$ cat src/rtl/wb_arbiter.sv
// Round-robin writeback arbiter: grants up to DISPATCH_WIDTH of NUM_REQ
// functional-unit requesters per cycle onto registered ROB writeback ports.
module wb_arbiter #(
  parameter int NUM_REQ             = 4,
  parameter int DISPATCH_WIDTH      = 2,
  parameter int DISPATCH_ADDR_WIDTH = 1,
  parameter int ROB_ADDR_WIDTH      = 4,
  localparam int PW                 = $clog2(NUM_REQ)
) (
  input  logic                                              clk,
  input  logic                                              rst,
  input  logic                                              flush,
  input  logic [NUM_REQ-1:0]                                req_valid,
  input  logic [NUM_REQ-1:0][DISPATCH_ADDR_WIDTH-1:0]       req_bank_addr,
  input  logic [NUM_REQ-1:0][ROB_ADDR_WIDTH-1:0]            req_rob_addr,
  output logic [NUM_REQ-1:0]                                req_ready,
  output logic [DISPATCH_WIDTH-1:0][DISPATCH_ADDR_WIDTH-1:0] writeback_bank_addr,
  output logic [DISPATCH_WIDTH-1:0][ROB_ADDR_WIDTH-1:0]      writeback_rob_addr,
  output logic [DISPATCH_WIDTH-1:0]                         writeback_en,
  output logic [15:0]                                       grant_count,
  output logic [PW-1:0]                                     rr_ptr
);

  // Handshake: requester i transfers in a cycle where req_valid[i] and
  // req_ready[i] are both high. req_ready is combinational and never high
  // without req_valid; the requester holds its request stable until transfer.

  localparam int MAXN = (NUM_REQ > DISPATCH_WIDTH) ? NUM_REQ : DISPATCH_WIDTH;
  localparam int CW   = $clog2(MAXN + 1);

  logic [PW:0]                                       sum;
  logic [PW-1:0]                                     idx;
  logic [PW-1:0]                                     last;
  logic [CW-1:0]                                     cnt;
  logic [DISPATCH_WIDTH-1:0]                         port_en_c;
  logic [DISPATCH_WIDTH-1:0][DISPATCH_ADDR_WIDTH-1:0] port_bank_c;
  logic [DISPATCH_WIDTH-1:0][ROB_ADDR_WIDTH-1:0]      port_rob_c;
  logic [PW:0]                                       ptr_sum;
  logic [PW-1:0]                                     ptr_next;
  logic [16:0]                                       gc_sum;
  logic [15:0]                                       gc_next;

  // Scan from rr_ptr in modular order; the k-th granted requester drives port k.
  always_comb begin
    req_ready   = '0;
    port_en_c   = '0;
    port_bank_c = '0;
    port_rob_c  = '0;
    cnt         = '0;
    last        = rr_ptr;
    sum         = '0;
    idx         = '0;
    for (int j = 0; j < NUM_REQ; j++) begin
      sum = {1'b0, rr_ptr} + (PW+1)'(j);
      if (sum >= (PW+1)'(NUM_REQ)) begin
        sum = sum - (PW+1)'(NUM_REQ);
      end
      idx = sum[PW-1:0];
      if (rst && !flush && req_valid[idx] && (cnt < CW'(DISPATCH_WIDTH))) begin
        req_ready[idx] = 1'b1;
        for (int k = 0; k < DISPATCH_WIDTH; k++) begin
          if (cnt == CW'(k)) begin
            port_en_c[k]   = 1'b1;
            port_bank_c[k] = req_bank_addr[idx];
            port_rob_c[k]  = req_rob_addr[idx];
          end
        end
        last = idx;
        cnt  = cnt + CW'(1);
      end
    end
  end

  always_comb begin
    ptr_next = rr_ptr;
    ptr_sum  = {1'b0, last} + (PW+1)'(1);
    if (ptr_sum >= (PW+1)'(NUM_REQ)) begin
      ptr_sum = '0;
    end
    if (cnt != '0) begin
      ptr_next = ptr_sum[PW-1:0];
    end
  end

  always_comb begin
    gc_sum  = {1'b0, grant_count} + 17'(cnt);
    gc_next = gc_sum[16] ? 16'hFFFF : gc_sum[15:0];
  end

  always_ff @(posedge clk or negedge rst) begin
    if (!rst) begin
      writeback_en        <= '0;
      writeback_bank_addr <= '0;
      writeback_rob_addr  <= '0;
      rr_ptr              <= '0;
      grant_count         <= '0;
    end else begin
      writeback_en <= port_en_c;
      for (int k = 0; k < DISPATCH_WIDTH; k++) begin
        if (port_en_c[k]) begin
          writeback_bank_addr[k] <= port_bank_c[k];
          writeback_rob_addr[k]  <= port_rob_c[k];
        end
      end
      rr_ptr      <= ptr_next;
      grant_count <= gc_next;
    end
  end

endmodule

$ cat config.mk
export PLATFORM = sky130hd
export DESIGN_NAME = wb_arbiter
export DESIGN_NICKNAME = d
export VERILOG_FILES = /design/src/rtl/wb_arbiter.sv
export SDC_FILE = /design/constraint.sdc
export NUM_CORES = 1
export LEC_CHECK = 0
export CORE_MARGIN = 2
export CORE_UTILIZATION = 56
export DETAILED_ROUTE_END_ITERATION = 10
export PLACE_DENSITY = 0.87
export SETUP_SLACK_MARGIN = 0.2
export SYNTH_ARGS = -nofsm -noshare
export SYNTH_HDL_FRONTEND = slang
export SYNTH_SLANG_ARGS = --single-unit
$ cat constraint.sdc
create_clock -name clk -period 12.3 [get_ports clk]
set_input_delay 1.23 -clock clk [delete_from_list [all_inputs] [get_ports clk]]
set_output_delay 1.23 -clock clk [all_outputs]
set_load 0.01 [all_outputs]
==> flow_summary.yaml, run 1 <==
setup_path:
  startpoint_type: "flop"
  reg2reg_to: "grant_count[5]"
  end_kind: "flop"
  worstRegToRegCells: 20
  regToRegSetupSlack_ns: 5.50
  r2r_start: "rr_ptr[1]"
  arrival_ns: 7.00
  crit_fanout: 24
  cp.required_ns: 12.50
  worstSetupPathType: "flop to flop"
flow_run:
  maxCapViolations: 0
global_routing:
  track_usage_pct: 24.8
  grt_pass1_vias: 2449
  grt_max_degree: 34
  grt_antenna_before_repair: 0
  gr-total-overflow: 0
  grt_pass1_wl_um: 10900
clocking:
  cts-root-buf: "clkbuf_8"
  htree_levels: 2
  numCtsBuffers: 5
  cts_setup_buffers: 0
  cts_resized: 0
  cts.sinks: 30
  clk_path_buf_depth: 2
  clk_pin_slew_ns: 0.07
  hold_buffers: 0
  cts_tree: "done"
  clk_latency_ns: 0.28
worst_hold_path:
  hold_class: "flop to flop"
  hold_depth: 2
  hold_end: "grant_count[11]"
  min_from: "grant_count[11]"
synthesis:
  synth_area_per_cell_um2: 8.44
  synthTopCellsByCount: "42 x nand2_1, 30 x dfrtp_1, 27 x nor2_1"
  synth_most_common_cell: "nand2_1"
  synth_flop_cell: "dfrtp_1"
  synth_top_area_share_pct: 27.0
  syn_nets: 371
  netlist_area_um2: 2780
  synthesis.instances: 329
  synth_edf_count: 0
  yosys.area.top_type: "dfrtp_1"
  ys_types: 49
  yosys_warnings: 0
  ys_seq_area_share_pct: 27.0
  ys_seq_elements: 30
  async_flop_share_pct: 100
  yosys-top-cells-area: "dfrtp_1 27%, ha_1 6.3%, mux2i_1 6.1%, mux2_2 5.7%, nand2_1 5.7%"
sta:
  finClkSkew_ns: 0.00606
  relSlewSlack_pct: 52.3
  post-route-min-period_ns: 6.80
  whs_ns: 0.535
  rsz0062_at_grt: "no"
  slew_violations: 0
  post-route-period-util_pct: 55.3
  tightestPinTransition_ns: 0.716
  max_freq_ghz: 0.147
  setup_viol: 0
  finalHoldViolCount: 0
  timing.setup.tns_ns: 0
place:
  port_buffers: 60
  dpl_cell_area_um2: 3370
  placed_cells: 439
  gp_congestion: 0.921
  place.detailed.hpwl_um: 4970
drt:
  drc: 0
  drtIter0Drc: 192
  wire_per_inst_um: 15.0
  dr_total_vias: 2698
  antenna_left: 0
  wirelength_um: 6680
  firstDrtPassIters: 5
  via_per_inst: 6.04
die:
  die_area_um2: 5540
  die_w_um: 74.4
  placementRows: 25
  initial_core_util_pct: 58.4
  io_pins: 61
  die_h_um: 74.4
  core-area_um2: 4750
power:
  total_leakage_power_nw: 1.55
  sequentialPowerShare_pct: 20.5
  p_int_w: 0.000461
  clock_power_share_pct: 15.3
  vdd_ir_drop_max_v: 0.000202
  powerDensity_nw_per_um2: 232
  pwr-share-comb_pct: 64.3
  power_switching_w: 0.000353
  swShare_pct: 43.3
finish:
  seq_area_um2: 751
  n_antenna_cell: 0
  final_layout_size_suffix_gt1_share_pct: 9.47
  area_growth_syn_to_layout_pct: 26.6
  final_cell_area_um2: 3520
  instances_no_fill: 447
  fill_cells: 370
  multi_input_area_um2: 1870
  nets: 421
outcome:
  status: "completed"
==> flip-flops by register name (all words and copies together) (netlist names) <==
| name | flops |
|---|---|
| writeback_bank_addr | 2 |
| grant_count | 16 |
| rr_ptr | 2 |
| writeback_rob_addr | 8 |
| writeback_en | 2 |
==> per-layer routing <==
layer	track usage, %	wire length, µm	up-vias
met5	0	0	-
met3	3.39	538	12
li1	-	-	1288
met1	33.6	2840	1246
met4	6.35	77	0
met2	41.9	3220	152
==> worst max path at each step <==
stage	cells after the start	slack, ns	start	endpoint
6_report	20	5.50	rr_ptr[1]	grant_count[5]
3_3_place_gp	18	5.75	rst	grant_count[8]
4_1_cts	20	5.50	rr_ptr[1]	grant_count[5]
5_1_grt	20	4.73	rr_ptr[1]	grant_count[0]
2_1_floorplan	26	6.79	rr_ptr[0]	grant_count[8]
3_5_place_dp	18	5.52	rst	grant_count[0]
==> kinds of logic after synthesis <==
| family | synth area share, % |
|---|---|
| muxes | 15.3 |
| and+or+nand+nor | 20.5 |
| adders and majority gates | 7.03 |
| AOI/OAI and AO/OA | 20.3 |
| buffers and inverters | 5.77 |
| xor gates and xnor gates | 4.05 |
| DFF | 27.0 |
==> metrics by stage <==
| step | util (%) | worst slack, ns | power [W] |
|---|---|---|---|
| after floorplan | - | 6.79 | 0.000530 |
| after global placement | 70.9 | 5.75 | 0.000671 |
| after detailed placement | 70.9 | 5.52 | 0.000683 |
| after CTS | 73.9 | 5.50 | 0.000810 |
| after global routing | 73.9 | 4.73 | 0.000875 |
| final | 73.9 | 5.50 | 0.000815 |
==> cell type report <==
type	instances	share of cell area, %
clock buffer	6	2.35
clock inverter	2	1.71
inverter	13	1.39
multi-input combinational	266	53.1
sequential	30	21.4
tap	67	2.38
timing repair buffer	63	17.7
==> worst max-delay path, stage by stage, from the launching register on <==
cell and delay [ns]:
dfrtp_1 0.78, inv_1 0.54, ha_1 0.89, inv_1 0.14, and3_1 0.24, or2_1 0.41
ha_1 0.31, nor3b_1 0.33, nand2_1 0.18, xor2_2 0.27, inv_1 0.10, ha_1 0.31
o21ai_0 0.23, inv_1 0.09, fa_1 0.42, nand2b_1 0.17, a211oi_1 0.36, nand2_1 0.16
nor2_1 0.20, nand3_1 0.39, o21ai_0 0.20
==> layout by cell type (no fill, tap or decap), types with 2 or more instances in the layout <==
master            n
dfrtp_1          30
mux4_2            3
ha_1             14
nand2b_1          3
bufinv_16         2
mux2_4            2
and2_1            9
a222oi_1          4
a211oi_1          6
o21a_1            5
mux2i_1          17
nor2b_1           5
xor2_1            6
clkbuf_8          6
xnor2_1           5
a31oi_1           8
nor2_1           27
nor3b_1           2
clkdlybuf4s50_1  60
o211ai_1         11
a311oi_1          4
mux2_2           14
o22ai_1           5
and3_1            5
nand2_1          42
inv_1            13
a21oi_1          14
o21ai_0          15
nand3_1          22
buf_4             3
==> power by group through the flow <==
stage / Clock (W) / Sequential, W / Combinational, W
final: 0.000124 / 0.000167 / 0.000524
after global routing: 0.000131 / 0.000171 / 0.000573
after CTS: 0.000126 / 0.000167 / 0.000517
after detailed placement: 0 / 0.000168 / 0.000515
after global placement: 0 / 0.000167 / 0.000503
after floorplan: 0 / 0.000173 / 0.000357
(Power assumes the default switching activity.)
==> run 2: changes to the inputs <==
--- a/config.mk
+++ b/config.mk
@@ -6,9 +6,9 @@
 export NUM_CORES = 1
 export LEC_CHECK = 0
 export CORE_MARGIN = 2
-export CORE_UTILIZATION = 56
+export CORE_UTILIZATION = 52
 export DETAILED_ROUTE_END_ITERATION = 10
-export PLACE_DENSITY = 0.87
+export PLACE_DENSITY = 0.82
 export SETUP_SLACK_MARGIN = 0.2
 export SYNTH_ARGS = -nofsm -noshare
 export SYNTH_HDL_FRONTEND = slang
==> constraint.sdc (replaced) <==
create_clock -name clk -period 6.82 [get_ports clk]
set_input_delay 0.682 -clock clk [delete_from_list [all_inputs] [get_ports clk]]
set_output_delay 0.682 -clock clk [all_outputs]
set_load 0.01 [all_outputs]
==> run 2 against run 1 <==
  * Design area fell by 0.60%
  * Non-clock buffer count rose by 3
  * Final cell count rose by 1.3%
  * Critical path type unchanged
  * Critical endpoint is now grant_count[8]
==> flow_summary.yaml, run 2 (synthesis gave the netlist of run 1 again) <==
sta:
  finalHoldViolCount: 0
  rsz0062_at_grt: "no"
  timing.setup.tns_ns: 0
  slew_violations: 0
  relSlewSlack_pct: 54.8
  setup_ws_ns: 0.871
  post-route-min-period_ns: 5.95
  post-route-period-util_pct: 87.2
  max_freq_ghz: 0.168
  tightestPinTransition_ns: 0.672
  finClkSkew_ns: 0.00766
  setup_viol: 0
drt:
  via_per_inst: 5.72
  drc: 0
  drtIter0Drc: 121
  antenna_left: 0
  firstDrtPassIters: 7
  dr_total_vias: 2593
  wirelength_um: 6610
  wire_per_inst_um: 14.6
finish:
  final_layout_size_suffix_gt1_share_pct: 10.2
  largest_register: "grant_count"
  largest_reg_flops: 16
  area_growth_syn_to_layout_pct: 25.8
  multi_input_area_um2: 1870
  n_antenna_cell: 0
  reg.largest.list: "grant_count: 16 flops, writeback_rob_addr: 8 flops"
  nets: 424
  seq_area_um2: 751
  fill_cells: 464
  layout_commonest_cell: "clkdlybuf4s50_1"
  final_cell_mix: "60 x clkdlybuf4s50_1, 42 x nand2_1, 30 x dfrtp_1"
global_routing:
  track_usage_pct: 23.3
  grt_pass1_vias: 2446
  use_met2_pct: 39.3
  busiest_layer: "met2"
  grt_pass1_wl_um: 11400
  grt_max_degree: 33
  met1_usage_pct: 30.8
  gr-total-overflow: 0
  grt.met3_usage_pct: 3.76
  grt_antenna_before_repair: 0
setup_path:
  regToRegSetupSlack_ns: 0.87
  path_cells: "buf_4 -> inv_1 -> ha_1 -> and3_1 -> or2_1 -> ha_1 -> nor3b_1 -> nand2_1 -> xor2_2 -> inv_1 -> ha_1 -> o21ai_0 -> inv_1 -> fa_1 -> nand2b_1 -> a211oi_1 -> nand2_1 -> nor2_1 -> nand3_1 -> o21ai_0"
  arrival_ns: 6.15
  r2r_start: "rr_ptr[1]"
  reg2reg_to: "grant_count[8]"
  path_buf_inv: 4
  worstRegToRegCells: 20
  worstSetupPathType: "flop to flop"
  crit_slowest_cell: "inv_1"
  end_kind: "flop"
  crit_fanout: 24
  startpoint_type: "flop"
  crit_family: "simple AND/OR/NAND/NOR gates"
  cp.required_ns: 7.02
  cp_slowest_stage_delay_ns: 0.48
clocking:
  clk_path_buf_depth: 2
  clk_pin_slew_ns: 0.07
  htree_levels: 2
  clk_latency_ns: 0.28
  cts_setup_buffers: 0
  cts_tree: "done"
  cts-root-buf: "clkbuf_8"
  cts_resized: 0
  cts.sinks: 30
  numCtsBuffers: 5
  hold_buffers: 0
die:
  core-area_um2: 5140
  die_h_um: 77.1
  io_pins: 61
  initial_core_util_pct: 54.0
  die_area_um2: 5940
  placementRows: 26
  die_w_um: 77.1
worst_hold_path:
  hold_end: "writeback_rob_addr[2]"
  min_from: "writeback_rob_addr[2]"
  hold_class: "flop to flop"
  hold_depth: 2
flow_run:
  maxCapViolations: 0
place:
  pre_cts_slack_ns: 0.847
  place.detailed.hpwl_um: 5140
  gp_congestion: 0.873
  port_buffers: 60
power:
  powerDensity_nw_per_um2: 398
  vdd_ir_drop_max_v: 0.000298
  total_leakage_power_nw: 1.54
outcome:
  status: "completed"
-- run 2: changes by cell type in the layout (fill, tap and decap cells not counted), sizes merged --
cell,change
buf,+3
bufinv,-2
clkinv,+1
clkinvlp,+1
-- run 2: where the power goes --
part / switching (W) / internal (W)
sequential: 0.0000424 / 0.000242
clock: 0.0000717 / 0.0000810
combinational: 0.000510 / 0.000445
total: 0.000624 / 0.000767
-- run 2: routing by layer --
layer  part of all wire (%)  vias to the layer above
met5                      0                        -
met4                   0.64                        0
met3                    7.0                        4
met2                     49                      102
met1                     44                     1196
li1                       -                     1291
-- run 2: layout make-up --
type                       instances  share of cell area (%)
clock buffer                       6                    2.36
sequential                        30                    21.5
clock inverter                     2                   0.358
timing repair buffer              66                    18.5
inverter                          13                    1.40
multi-input combinational        266                    53.4
tap                               70                    2.51
-- run 2: per-stage QoR --
step,utilization (%),hold WS [ns],cell area (µm²),total power (W),instances
after floorplan,-,0.386,2780,0.000956,329
after global placement,66.1,0.521,3400,0.00122,445
after detailed placement,66.1,0.549,3400,0.00124,445
after CTS,68.0,0.561,3490,0.00140,453
after global routing,68.0,0.574,3490,0.00152,453
final,68.0,0.548,3490,0.00139,453
-- run 2: worst max path at each step --
stage | to | slack [ns] | depth (start not counted) | start
floorplan | grant_count[8] | 1.31 | 26 | rr_ptr[0]
global placement | grant_count[8] | 1.03 | 19 | req_valid[3]
detailed placement | grant_count[8] | 0.85 | 19 | req_valid[3]
CTS | grant_count[8] | 0.85 | 20 | rr_ptr[1]
global route | grant_count[8] | 0.25 | 20 | rr_ptr[1]
finish | grant_count[8] | 0.87 | 20 | rr_ptr[1]
-- run 2: tightest hold or removal path: stages, from the launching register on --
cell and delay [ns]:
dfrtp_1 0.38, nand2_1 0.06, a31oi_1 0.07
==> run 3: changes to the inputs <==
--- a/config.mk
+++ b/config.mk
@@ -10,6 +10,7 @@
 export DETAILED_ROUTE_END_ITERATION = 10
 export PLACE_DENSITY = 0.82
 export SETUP_SLACK_MARGIN = 0.2
+export SLEW_MARGIN = 10
 export SYNTH_ARGS = -nofsm -noshare
 export SYNTH_HDL_FRONTEND = slang
 export SYNTH_SLANG_ARGS = --single-unit
==> results of run 3 <==
The final DEF is identical to that of run 2; final timing and power are the same.
